$ cat config.mk
export PLATFORM = sky130hd
export DESIGN_NAME = kamus_regfile_flat
export DESIGN_NICKNAME = d
export VERILOG_FILES = /design/src/rtl/kamus_pkg.sv /design/src/rtl/kamus_regfile_if.sv /design/src/rtl/kamus_scoreboard.sv /design/src/rtl/kamus_regfile.sv /design/src/flat_wrapper.sv
export SDC_FILE = /design/constraint.sdc
export NUM_CORES = 2
export LEC_CHECK = 0
export ABC_CLOCK_PERIOD_IN_PS = 5100
export CAP_MARGIN = 15
export CORE_AREA = 5 5 337 339
export DETAILED_ROUTE_END_ITERATION = 12
export DIE_AREA = 0 0 342 344
export PLACE_DENSITY = 0.78
export RECOVER_POWER = 25
export REMOVE_ABC_BUFFERS = 1
export SYNTH_ARGS = -nofsm -noshare
export SYNTH_HDL_FRONTEND = slang
export SYNTH_SLANG_ARGS = --single-unit
export TNS_END_PERCENT = 100
$ cat constraint.sdc
create_clock -name clk_i -period 5.1 [get_ports clk_i]
set_input_delay 0.765 -clock clk_i [delete_from_list [all_inputs] [get_ports clk_i]]
set_output_delay 0.765 -clock clk_i [all_outputs]
set_load 0.02 [all_outputs]
$ cat src/rtl/kamus_pkg.sv
// Shared kamus core types: register address width, data width and the address type.
package kamus_pkg;
    localparam int REG_ADDR_W = 5;
    localparam int XLEN       = 32;

    typedef logic [REG_ADDR_W-1:0] reg_addr_t;
endpackage

$ cat src/rtl/kamus_regfile_if.sv
// ID read ports, WB write port and issue/scoreboard signals of the kamus register file.
interface kamus_regfile_if
    import kamus_pkg::*;
#(
    parameter int DATA_W = kamus_pkg::XLEN
) ();
    reg_addr_t           rs1_addr_i;
    reg_addr_t           rs2_addr_i;
    logic                rs1_used_i;
    logic                rs2_used_i;
    logic [DATA_W-1:0]   rs1_data_o;
    logic [DATA_W-1:0]   rs2_data_o;
    logic                regfile_wr_en_i;
    reg_addr_t           rd_addr_i;
    logic [DATA_W-1:0]   wb_data_i;
    logic                issue_valid_i;
    logic                issue_wr_en_i;
    reg_addr_t           issue_rd_addr_i;
    logic                flush_i;
    logic                hazard_o;
    logic                issue_ready_o;

    modport master (
        output rs1_addr_i, rs2_addr_i, rs1_used_i, rs2_used_i,
        output regfile_wr_en_i, rd_addr_i, wb_data_i,
        output issue_valid_i, issue_wr_en_i, issue_rd_addr_i, flush_i,
        input  rs1_data_o, rs2_data_o, hazard_o, issue_ready_o
    );

    modport slave (
        input  rs1_addr_i, rs2_addr_i, rs1_used_i, rs2_used_i,
        input  regfile_wr_en_i, rd_addr_i, wb_data_i,
        input  issue_valid_i, issue_wr_en_i, issue_rd_addr_i, flush_i,
        output rs1_data_o, rs2_data_o, hazard_o, issue_ready_o
    );
endinterface

$ cat src/rtl/kamus_scoreboard.sv
// Per-register pending-writer counters with operand hazard and issue back-pressure.
module kamus_scoreboard
    import kamus_pkg::*;
#(
    parameter int NUM_REGS = 32,
    parameter int PEND_W   = 2
) (
    input  logic      clk_i,
    input  logic      rst_ni,
    input  reg_addr_t rs1_addr,
    input  reg_addr_t rs2_addr,
    input  logic      rs1_used,
    input  logic      rs2_used,
    input  logic      wr_en,
    input  reg_addr_t wr_addr,
    input  logic      issue_valid,
    input  logic      issue_wr_en,
    input  reg_addr_t issue_rd_addr,
    input  logic      flush,
    output logic      hazard,
    output logic      issue_ready
);
    localparam logic [PEND_W-1:0] CNT_MAX = '1;
    localparam reg_addr_t         X0      = '0;

    logic [PEND_W-1:0] cnt_q [NUM_REGS];
    logic [PEND_W-1:0] cnt_d [NUM_REGS];
    logic              dec_any;
    logic              inc_any;

    // A lone pending writer retiring this cycle is covered by the read bypass.
    function automatic logic port_hazard(input logic used, input reg_addr_t addr,
                                         input logic [PEND_W-1:0] cnt, input logic wb_hit);
        return used && (addr != X0) &&
               ((cnt > 1) || ((cnt == 1) && !wb_hit));
    endfunction

    assign dec_any     = wr_en && (wr_addr != X0);
    assign issue_ready = !(issue_wr_en && (issue_rd_addr != X0) &&
                           (cnt_q[issue_rd_addr] == CNT_MAX) &&
                           !(dec_any && (wr_addr == issue_rd_addr)));
    assign inc_any     = issue_valid && issue_wr_en && issue_ready && (issue_rd_addr != X0);

    assign hazard = port_hazard(rs1_used, rs1_addr, cnt_q[rs1_addr],
                                wr_en && (wr_addr == rs1_addr)) ||
                    port_hazard(rs2_used, rs2_addr, cnt_q[rs2_addr],
                                wr_en && (wr_addr == rs2_addr));

    always_comb begin
        cnt_d = cnt_q;
        for (int i = 1; i < NUM_REGS; i++) begin
            logic inc;
            logic dec;
            inc = inc_any && (issue_rd_addr == reg_addr_t'(i));
            dec = dec_any && (wr_addr == reg_addr_t'(i));
            if (flush) begin
                cnt_d[i] = '0;
            end else if (inc && !dec) begin
                cnt_d[i] = cnt_q[i] + 1'b1;
            end else if (dec && !inc && (cnt_q[i] != '0)) begin
                cnt_d[i] = cnt_q[i] - 1'b1;
            end
        end
    end

    always_ff @(posedge clk_i or negedge rst_ni) begin
        if (!rst_ni) begin
            for (int i = 0; i < NUM_REGS; i++) begin
                cnt_q[i] <= '0;
            end
        end else begin
            cnt_q <= cnt_d;
        end
    end
endmodule

$ cat src/rtl/kamus_regfile.sv
// kamus integer register file: storage array, WB write port and same-cycle read bypass.
module kamus_regfile #(
    parameter int XLEN     = kamus_pkg::XLEN,
    parameter int NUM_REGS = 32,
    parameter int PEND_W   = 2
) (
    input  logic             clk_i,
    input  logic             rst_ni,
    kamus_regfile_if.slave   bus
);
    import kamus_pkg::*;

    localparam reg_addr_t X0 = '0;

    logic [XLEN-1:0] mem_q [NUM_REGS];
    logic            wr_hit;

    assign wr_hit = bus.regfile_wr_en_i && (bus.rd_addr_i != X0);

    always_ff @(posedge clk_i or negedge rst_ni) begin
        if (!rst_ni) begin
            for (int i = 0; i < NUM_REGS; i++) begin
                mem_q[i] <= '0;
            end
        end else if (wr_hit) begin
            mem_q[bus.rd_addr_i] <= bus.wb_data_i;
        end
    end

    always_comb begin
        bus.rs1_data_o = '0;
        bus.rs2_data_o = '0;
        if (bus.rs1_addr_i != X0) begin
            bus.rs1_data_o = (wr_hit && (bus.rd_addr_i == bus.rs1_addr_i)) ?
                             bus.wb_data_i : mem_q[bus.rs1_addr_i];
        end
        if (bus.rs2_addr_i != X0) begin
            bus.rs2_data_o = (wr_hit && (bus.rd_addr_i == bus.rs2_addr_i)) ?
                             bus.wb_data_i : mem_q[bus.rs2_addr_i];
        end
    end

    kamus_scoreboard #(
        .NUM_REGS (NUM_REGS),
        .PEND_W   (PEND_W)
    ) u_scoreboard (
        .clk_i         (clk_i),
        .rst_ni        (rst_ni),
        .rs1_addr      (bus.rs1_addr_i),
        .rs2_addr      (bus.rs2_addr_i),
        .rs1_used      (bus.rs1_used_i),
        .rs2_used      (bus.rs2_used_i),
        .wr_en         (bus.regfile_wr_en_i),
        .wr_addr       (bus.rd_addr_i),
        .issue_valid   (bus.issue_valid_i),
        .issue_wr_en   (bus.issue_wr_en_i),
        .issue_rd_addr (bus.issue_rd_addr_i),
        .flush         (bus.flush_i),
        .hazard        (bus.hazard_o),
        .issue_ready   (bus.issue_ready_o)
    );
endmodule

$ cat src/flat_wrapper.sv
// flat-port wrapper written by rule: the top's interface ports become plain ports
module kamus_regfile_flat import kamus_pkg::*;
#(
    parameter int XLEN     = kamus_pkg::XLEN,
    parameter int NUM_REGS = 32,
    parameter int PEND_W   = 2
)
  (clk_i, rst_ni, bus_rs1_addr_i, bus_rs2_addr_i, bus_rs1_used_i, bus_rs2_used_i, bus_regfile_wr_en_i, bus_rd_addr_i, bus_wb_data_i, bus_issue_valid_i, bus_issue_wr_en_i, bus_issue_rd_addr_i, bus_flush_i, bus_rs1_data_o, bus_rs2_data_o, bus_hazard_o, bus_issue_ready_o);
  kamus_regfile_if bus_i ();
  input  logic clk_i;
  input  logic rst_ni;
  input wire logic [$bits(bus_i.rs1_addr_i)-1:0] bus_rs1_addr_i;
  input wire logic [$bits(bus_i.rs2_addr_i)-1:0] bus_rs2_addr_i;
  input wire logic [$bits(bus_i.rs1_used_i)-1:0] bus_rs1_used_i;
  input wire logic [$bits(bus_i.rs2_used_i)-1:0] bus_rs2_used_i;
  input wire logic [$bits(bus_i.regfile_wr_en_i)-1:0] bus_regfile_wr_en_i;
  input wire logic [$bits(bus_i.rd_addr_i)-1:0] bus_rd_addr_i;
  input wire logic [$bits(bus_i.wb_data_i)-1:0] bus_wb_data_i;
  input wire logic [$bits(bus_i.issue_valid_i)-1:0] bus_issue_valid_i;
  input wire logic [$bits(bus_i.issue_wr_en_i)-1:0] bus_issue_wr_en_i;
  input wire logic [$bits(bus_i.issue_rd_addr_i)-1:0] bus_issue_rd_addr_i;
  input wire logic [$bits(bus_i.flush_i)-1:0] bus_flush_i;
  output wire logic [$bits(bus_i.rs1_data_o)-1:0] bus_rs1_data_o;
  output wire logic [$bits(bus_i.rs2_data_o)-1:0] bus_rs2_data_o;
  output wire logic [$bits(bus_i.hazard_o)-1:0] bus_hazard_o;
  output wire logic [$bits(bus_i.issue_ready_o)-1:0] bus_issue_ready_o;
  assign bus_i.rs1_addr_i = bus_rs1_addr_i;
  assign bus_i.rs2_addr_i = bus_rs2_addr_i;
  assign bus_i.rs1_used_i = bus_rs1_used_i;
  assign bus_i.rs2_used_i = bus_rs2_used_i;
  assign bus_i.regfile_wr_en_i = bus_regfile_wr_en_i;
  assign bus_i.rd_addr_i = bus_rd_addr_i;
  assign bus_i.wb_data_i = bus_wb_data_i;
  assign bus_i.issue_valid_i = bus_issue_valid_i;
  assign bus_i.issue_wr_en_i = bus_issue_wr_en_i;
  assign bus_i.issue_rd_addr_i = bus_issue_rd_addr_i;
  assign bus_i.flush_i = bus_flush_i;
  assign bus_rs1_data_o = bus_i.rs1_data_o;
  assign bus_rs2_data_o = bus_i.rs2_data_o;
  assign bus_hazard_o = bus_i.hazard_o;
  assign bus_issue_ready_o = bus_i.issue_ready_o;
  kamus_regfile #(.XLEN(XLEN), .NUM_REGS(NUM_REGS), .PEND_W(PEND_W)) u_core (.clk_i(clk_i), .rst_ni(rst_ni), .bus(bus_i));
endmodule
# Word-level counts from Yosys, hierarchy flattened
# Cells that the tools add are included.
# op_classes
eq_ne,68
mul,0
bitwise_logic,4
n_shift,0
reduce_logical,309
n_mux,115
order_cmp,7
div,0
n_addsub,62
# op_table
operator,count
1024-bit bitwise mux,1
32-bit binary-select mux with 5-bit select,2
32-bit 2-to-1 mux,9
2-bit 2-to-1 mux,99
1-bit logical AND,174
32-bit demux with 5-bit select,1
5-bit equality test (second input constant),32
3-bit nonzero test,31
5-bit by 4-bit equality test with 1-bit output (second input constant),16
1-bit zero test,66
2-bit by 1-bit adder with 2-bit output (second input constant),31
2-bit nonzero test,31
2-bit by 1-bit subtractor with 2-bit output (second input constant),31
5-bit by 3-bit equality test with 1-bit output (second input constant),8
2-bit binary-select mux with 5-bit select,3
6-bit >= comparator (second input constant),4
5-bit inverter with 6-bit output,4
5-bit by 2-bit equality test with 1-bit output (second input constant),4
5-bit nonzero test,4
5-bit equality test,3
5-bit by 1-bit equality test with 1-bit output (second input constant),2
6-bit by 1-bit < comparator with 1-bit output (second input constant),1
2-bit by 1-bit equality test with 1-bit output (second input constant),2
2-bit by 1-bit greater-than comparator with 1-bit output (second input constant),2
2 further kinds,4
# totals
output_inout_bits,66
regBits,1086
latch_bits,0
rom_bits,0
n_memories,0
in_bits,60
elab_cells,628
mem_bits_rw,0

# Longest topological paths before layout
# logic_depth
word_depth,17
depth_mapped,11
mapped_depth_nobuf,7

# Hierarchy
# Synthesis repeated with hierarchy kept, for this count alone.
# unflattened
cells_unflattened,4525
hier_area_um2,61179.9
# modules_own_cells
module,area_each_um2,cells_each,seq_area_each_um2,n_inst
kamus_regfile,55605.8,3900,25624.6,1
kamus_scoreboard,5574.1,625,1551.5,1

# Worst setup path before layout
# OpenSTA, ideal clock, no wires.
# synth_timing
kind,in2out
from,in bus_rs2_addr_i[0]
to,out bus_rs2_data_o[10]
path_slack_ns,1.333
required_ns,4.335
path_buffers,4
arrival_ns,3.002
path_stages,8
cell_sequence,clkbuf_2 buf_4 clkbuf_1 buf_2 mux4_2 mux4_2 mux2i_1 a211oi_1
# synth_between
elab_chain_cells,6
elab_cells_between_ends,9
cone_classes,eq/ne: 1; mux: 5; bitwise: 1; reduce/logical: 2
# synth_lines
item,line,source
"start, declared",flat_wrapper.sv:13,input wire logic [$bits(bus_i.rs2_addr_i)-1:0] bus_rs2_addr_i;
5-bit inverter with 6-bit output (implied by the code),kamus_regfile.sv:39,bus.wb_data_i : mem_q[bus.rs2_addr_i];
32-bit binary-select mux with 5-bit select,kamus_regfile.sv:39,
32-bit 2-to-1 mux (implied by the code) (2 in a row),kamus_regfile.sv:39,
32-bit 2-to-1 mux,kamus_regfile.sv:38,bus.rs2_data_o = (wr_hit && (bus.rd_addr_i == bus.rs2_addr_i)) ?
32-bit 2-to-1 mux *,kamus_regfile.sv:37,if (bus.rs2_addr_i != X0) begin
"end, declared",flat_wrapper.sv:24,output wire logic [$bits(bus_i.rs2_data_o)-1:0] bus_rs2_data_o;
# Every way passes the cells marked *; elsewhere a longest branch is shown, timed or not. The select of a mux whose other input is x is not followed.

# Worst setup path after layout
# layout_timing
from,in bus_rd_addr_i[2]
to,out bus_rs2_data_o[5]
# layout_between
elab_chain_cells,5
elab_cells_between_ends,6
cone_classes,eq/ne: 1; mux: 2; reduce/logical: 3
# layout_lines
item,line,source
"start, declared",flat_wrapper.sv:17,input wire logic [$bits(bus_i.rd_addr_i)-1:0] bus_rd_addr_i;
5-bit nonzero test,kamus_regfile.sv:18,assign wr_hit = bus.regfile_wr_en_i && (bus.rd_addr_i != X0);
1-bit logical AND,kamus_regfile.sv:18,
1-bit logical AND *,kamus_regfile.sv:38,
32-bit 2-to-1 mux *,kamus_regfile.sv:38,
32-bit 2-to-1 mux *,kamus_regfile.sv:37,
# Every way passes the cells marked *; elsewhere a longest branch is shown, timed or not.

==> impl_metrics.env <==
export IMPL_place_port_buffers=125
export IMPL_gp_routability_congestion=0.918
export IMPL_grt_ovfl_total=0
export IMPL_critPathArrivalTime_ns=4.02
export IMPL_max_vdd_ir_drop_mv=0.307
export IMPL_detail_route_first_pass_iterations=6
export IMPL_num_nets_final=4517
export IMPL_power_density_nw_per_um2=383
export IMPL_worst_slew_margin_rel_pct=-70.0
export IMPL_post_cts_resized_instances=0
export IMPL_clock_power_share_pct=35.0
export IMPL_ys_seq_area_share_pct=45.1
export IMPL_fmaxAchievable_mhz=209
export IMPL_worst_hold_path_type="reg -> reg"
export IMPL_synth_edf_count=0
export IMPL_post_drt_wl_per_cell_um=30.9
export IMPL_total_standard_cell_area_after_synthesis_um2=60300
export IMPL_finalCritPeriodShare_pct=93.9
export IMPL_yosysTopAreaCellShare_pct=45.1
export IMPL_htreeDepth=3
export IMPL_pin_count_of_the_biggest_net_entering_global_routing=145
export IMPL_setup_viol=0
export IMPL_setup_worst_path_start_class="input port"
export IMPL_fin_setup_tns_ns=0
export IMPL_first_pass_grt_wire_length_um=282000
export IMPL_yosys_area_share_adder_pct=0
export IMPL_postSynthRegisterBits=1086
export IMPL_floorplan_io_pins=126
export IMPL_post_cts_hold_buffer_count=0
export IMPL_effective_utilization_at_floorplan_pct=54.7
export IMPL_postSynthAreaPerCell_um2=13.4
export IMPL_initial_antenna_violation_count=4
export IMPL_grt_util_all_layers_pct=31.9
export IMPL_p_leak_nw=29.6
export IMPL_synth_flop_cell="dfrtp_1"
export IMPL_finalMaxSlewViolations=312
export IMPL_cts_sinks=1086
export IMPL_area_fraction_in_compound_gates_after_synthesis_pct=3.21
export IMPL_drcViolationCount=0
export IMPL_cts_setup_buffers=0
export IMPL_placement_rows=122
export IMPL_finalClockSkew_ns=0.0125
export IMPL_via_count=42300
export IMPL_post_synthesis_cells=4507
export IMPL_synthTopCellsByCount="1,086 x dfrtp_1, 848 x nand2_1, 739 x mux2_2, 662 x mux4_2, 371 x clkbuf_1"
export IMPL_endpoint_kind="output pin"
export IMPL_pre_cts_ws_ns=0.276
export IMPL_cts_root_to_sink_buffers=3
export IMPL_worst_skew_pair_late_latency_ns=0.71
export IMPL_drtAntennaViolNets=0
export IMPL_final_critical_path_setup_slack_ns=0.312
export IMPL_netSwitchingPower_mw=7.02
export IMPL_cts_tree="built"
export IMPL_synthMostInstantiatedCell="dfrtp_1"
export IMPL_yosysTopAreaCell="dfrtp_1"
export IMPL_outcome="finished, violations left"
export IMPL_die_width_um=342
export IMPL_netSwitchingFraction_pct=27.1
export IMPL_design_die_area_um2=118000
export IMPL_grt_pass1_vias=43600
export IMPL_avgViaCountPerCell=7.00
export IMPL_setup_repair_after_global_routing_missed_its_margin="false"
export IMPL_drv_cap=4
export IMPL_instances_no_fill=6041
export IMPL_layout_drive_gt1_share_pct=40.9
export IMPL_cts_made_buffers=113
export IMPL_pwr_share_comb_pct=21.3
export IMPL_post_synth_main_area_contributors="dfrtp_1 45%, mux4_2 25%, mux2_2 14%"
export IMPL_synth_top_family_by_area="multiplexers"
export IMPL_muxShareOfSynthArea_pct=40.1
export IMPL_worst_setup_hold_path_clk_slew_ns=0.06
export IMPL_synthToLayoutAreaGrowth_pct=12.4
export IMPL_die_y_um=344
export IMPL_finalHoldViolCount=0
export IMPL_place_hpwl_um=109000
export IMPL_detail_route_iter0_violations=5416
export IMPL_synth_warning_count=0
export IMPL_synth_cell_type_count=67
export IMPL_crit_required_ns=4.34
export IMPL_failing_checks="capacitance limit, slew limit"
export IMPL_cts_root_buf="clkbuf_16"
export IMPL_area_share_of_and_or_nand_nor_cells_after_synthesis_pct=7.67
export IMPL_power_report_internal_total_mw=18.9
export IMPL_dp_cells=5830
export IMPL_drt_total_wl_um=186000
export IMPL_worstSetupPathType="in -> out"
export IMPL_yosys_area_share_xor_xnor_pct=0.494
export IMPL_core_area_um2=110000
export IMPL_seq_power_share_pct=43.7
export IMPL_timing_critical_path_fanout_max=31
export IMPL_tightest_slew_ns=2.55
export IMPL_async_reset_ff_share_pct=100
export IMPL_timing_final_crit_period_ns=4.79
==> cells by family after synthesis <==
| kind of cell | Yosys count |
|---|---|
| buf+inv | 501 |
| compound gates | 280 |
| flops | 1086 |
| mux | 1495 |
| simple gates | 1111 |
| xor+xnor | 34 |
==> worst paths after layout <==
kind	slack (ns)	end	startpoint	depth (start not counted)
max in group asynchronous	0.95	u_core.u_scoreboard.cnt_q[57]$_DFFE_PN0P_	rst_ni	2
min in group asynchronous	0.86	u_core.mem_q[848]$_DFFE_PN0P_	rst_ni	1
max	0.31	bus_rs2_data_o[5]	bus_rd_addr_i[2]	9
min	0.39	u_core.mem_q[1011]$_DFFE_PN0P_	u_core.mem_q[1011]$_DFFE_PN0P_	0
min reg2reg	0.39	u_core.mem_q[1011]$_DFFE_PN0P_	u_core.mem_q[1011]$_DFFE_PN0P_	0
max reg2reg	2.21	u_core.u_scoreboard.cnt_q[40]$_DFFE_PN0P_	u_core.u_scoreboard.cnt_q[49]$_DFFE_PN0P_	8
==> state kept, by name, summed over array words and instances (netlist names) <==
register	count
u_core.mem_q	1024
u_core.u_scoreboard.cnt_q	62
==> placed cells by master (no fill, tap or decap), types with 34 or more instances in the layout <==
| cell | count |
|---|---|
| dfrtp_1 | 1086 |
| buf_12 | 42 |
| buf_4 | 152 |
| nand2_1 | 827 |
| clkdlybuf4s50_1 | 113 |
| o21ai_0 | 34 |
| a21oi_1 | 71 |
| mux2i_1 | 93 |
| a211oi_1 | 96 |
| nor2_1 | 99 |
| mux2_2 | 739 |
| mux4_2 | 662 |
| clkbuf_16 | 115 |
==> per-layer routing <==
layer	GRT usage [%]	vias to the layer above	share of wire, %
met4	17.4	10	6.8
li1	-	16700	-
met2	49.2	2826	46
met5	0	-	0.037
met1	41.6	22000	35
met3	8.91	719	12
==> final cells by class <==
cell class,instances,area (um^2)
Inverter,10,37.5
Multi-Input combinational cell,2920,31300
Clock buffer,164,3340
Clock inverter,46,743
Tap cell,1488,1860
Antenna cell,1,2.50
Timing Repair Buffer,326,3260
Sequential cell,1086,27200
Fill cell,7854,42400
==> power by group through the flow <==
| stage | Sequential, mW | Combinational [mW] | Clock, mW |
|---|---|---|---|
| after floorplan | 11.0 | 3.68 | 0 |
| after CTS | 11.3 | 5.52 | 9.14 |
| after global routing | 11.5 | 5.89 | 9.50 |
| after detailed placement | 11.4 | 5.47 | 0 |
| final | 11.3 | 5.51 | 9.07 |
| after global placement | 11.2 | 5.32 | 0 |
==> metrics by stage <==
stage | hold WS [ns] | area [um^2] | total power [mW] | util, %
floorplan | 0.365 | 58200 | 14.6 | -
global placement | 0.377 | 63700 | 16.6 | 57.9
detailed placement | 0.383 | 63700 | 16.9 | 57.9
CTS | 0.114 | 67800 | 25.9 | 61.6
global route | 0.406 | 67700 | 26.9 | 61.5
finish | 0.392 | 67700 | 25.9 | 61.5
==> worst max-delay path, stage by stage <==
cell and delay, ns:
clkdlybuf4s50_1 0.50, buf_4 0.25, xor2_1 0.10, nor4_1 0.27, and3_1 0.28, nand2b_4 0.22
buf_12 0.28, a211oi_1 0.59, clkdlybuf4s50_1 0.74
Note: power is estimated with default switching activity, not from simulation.
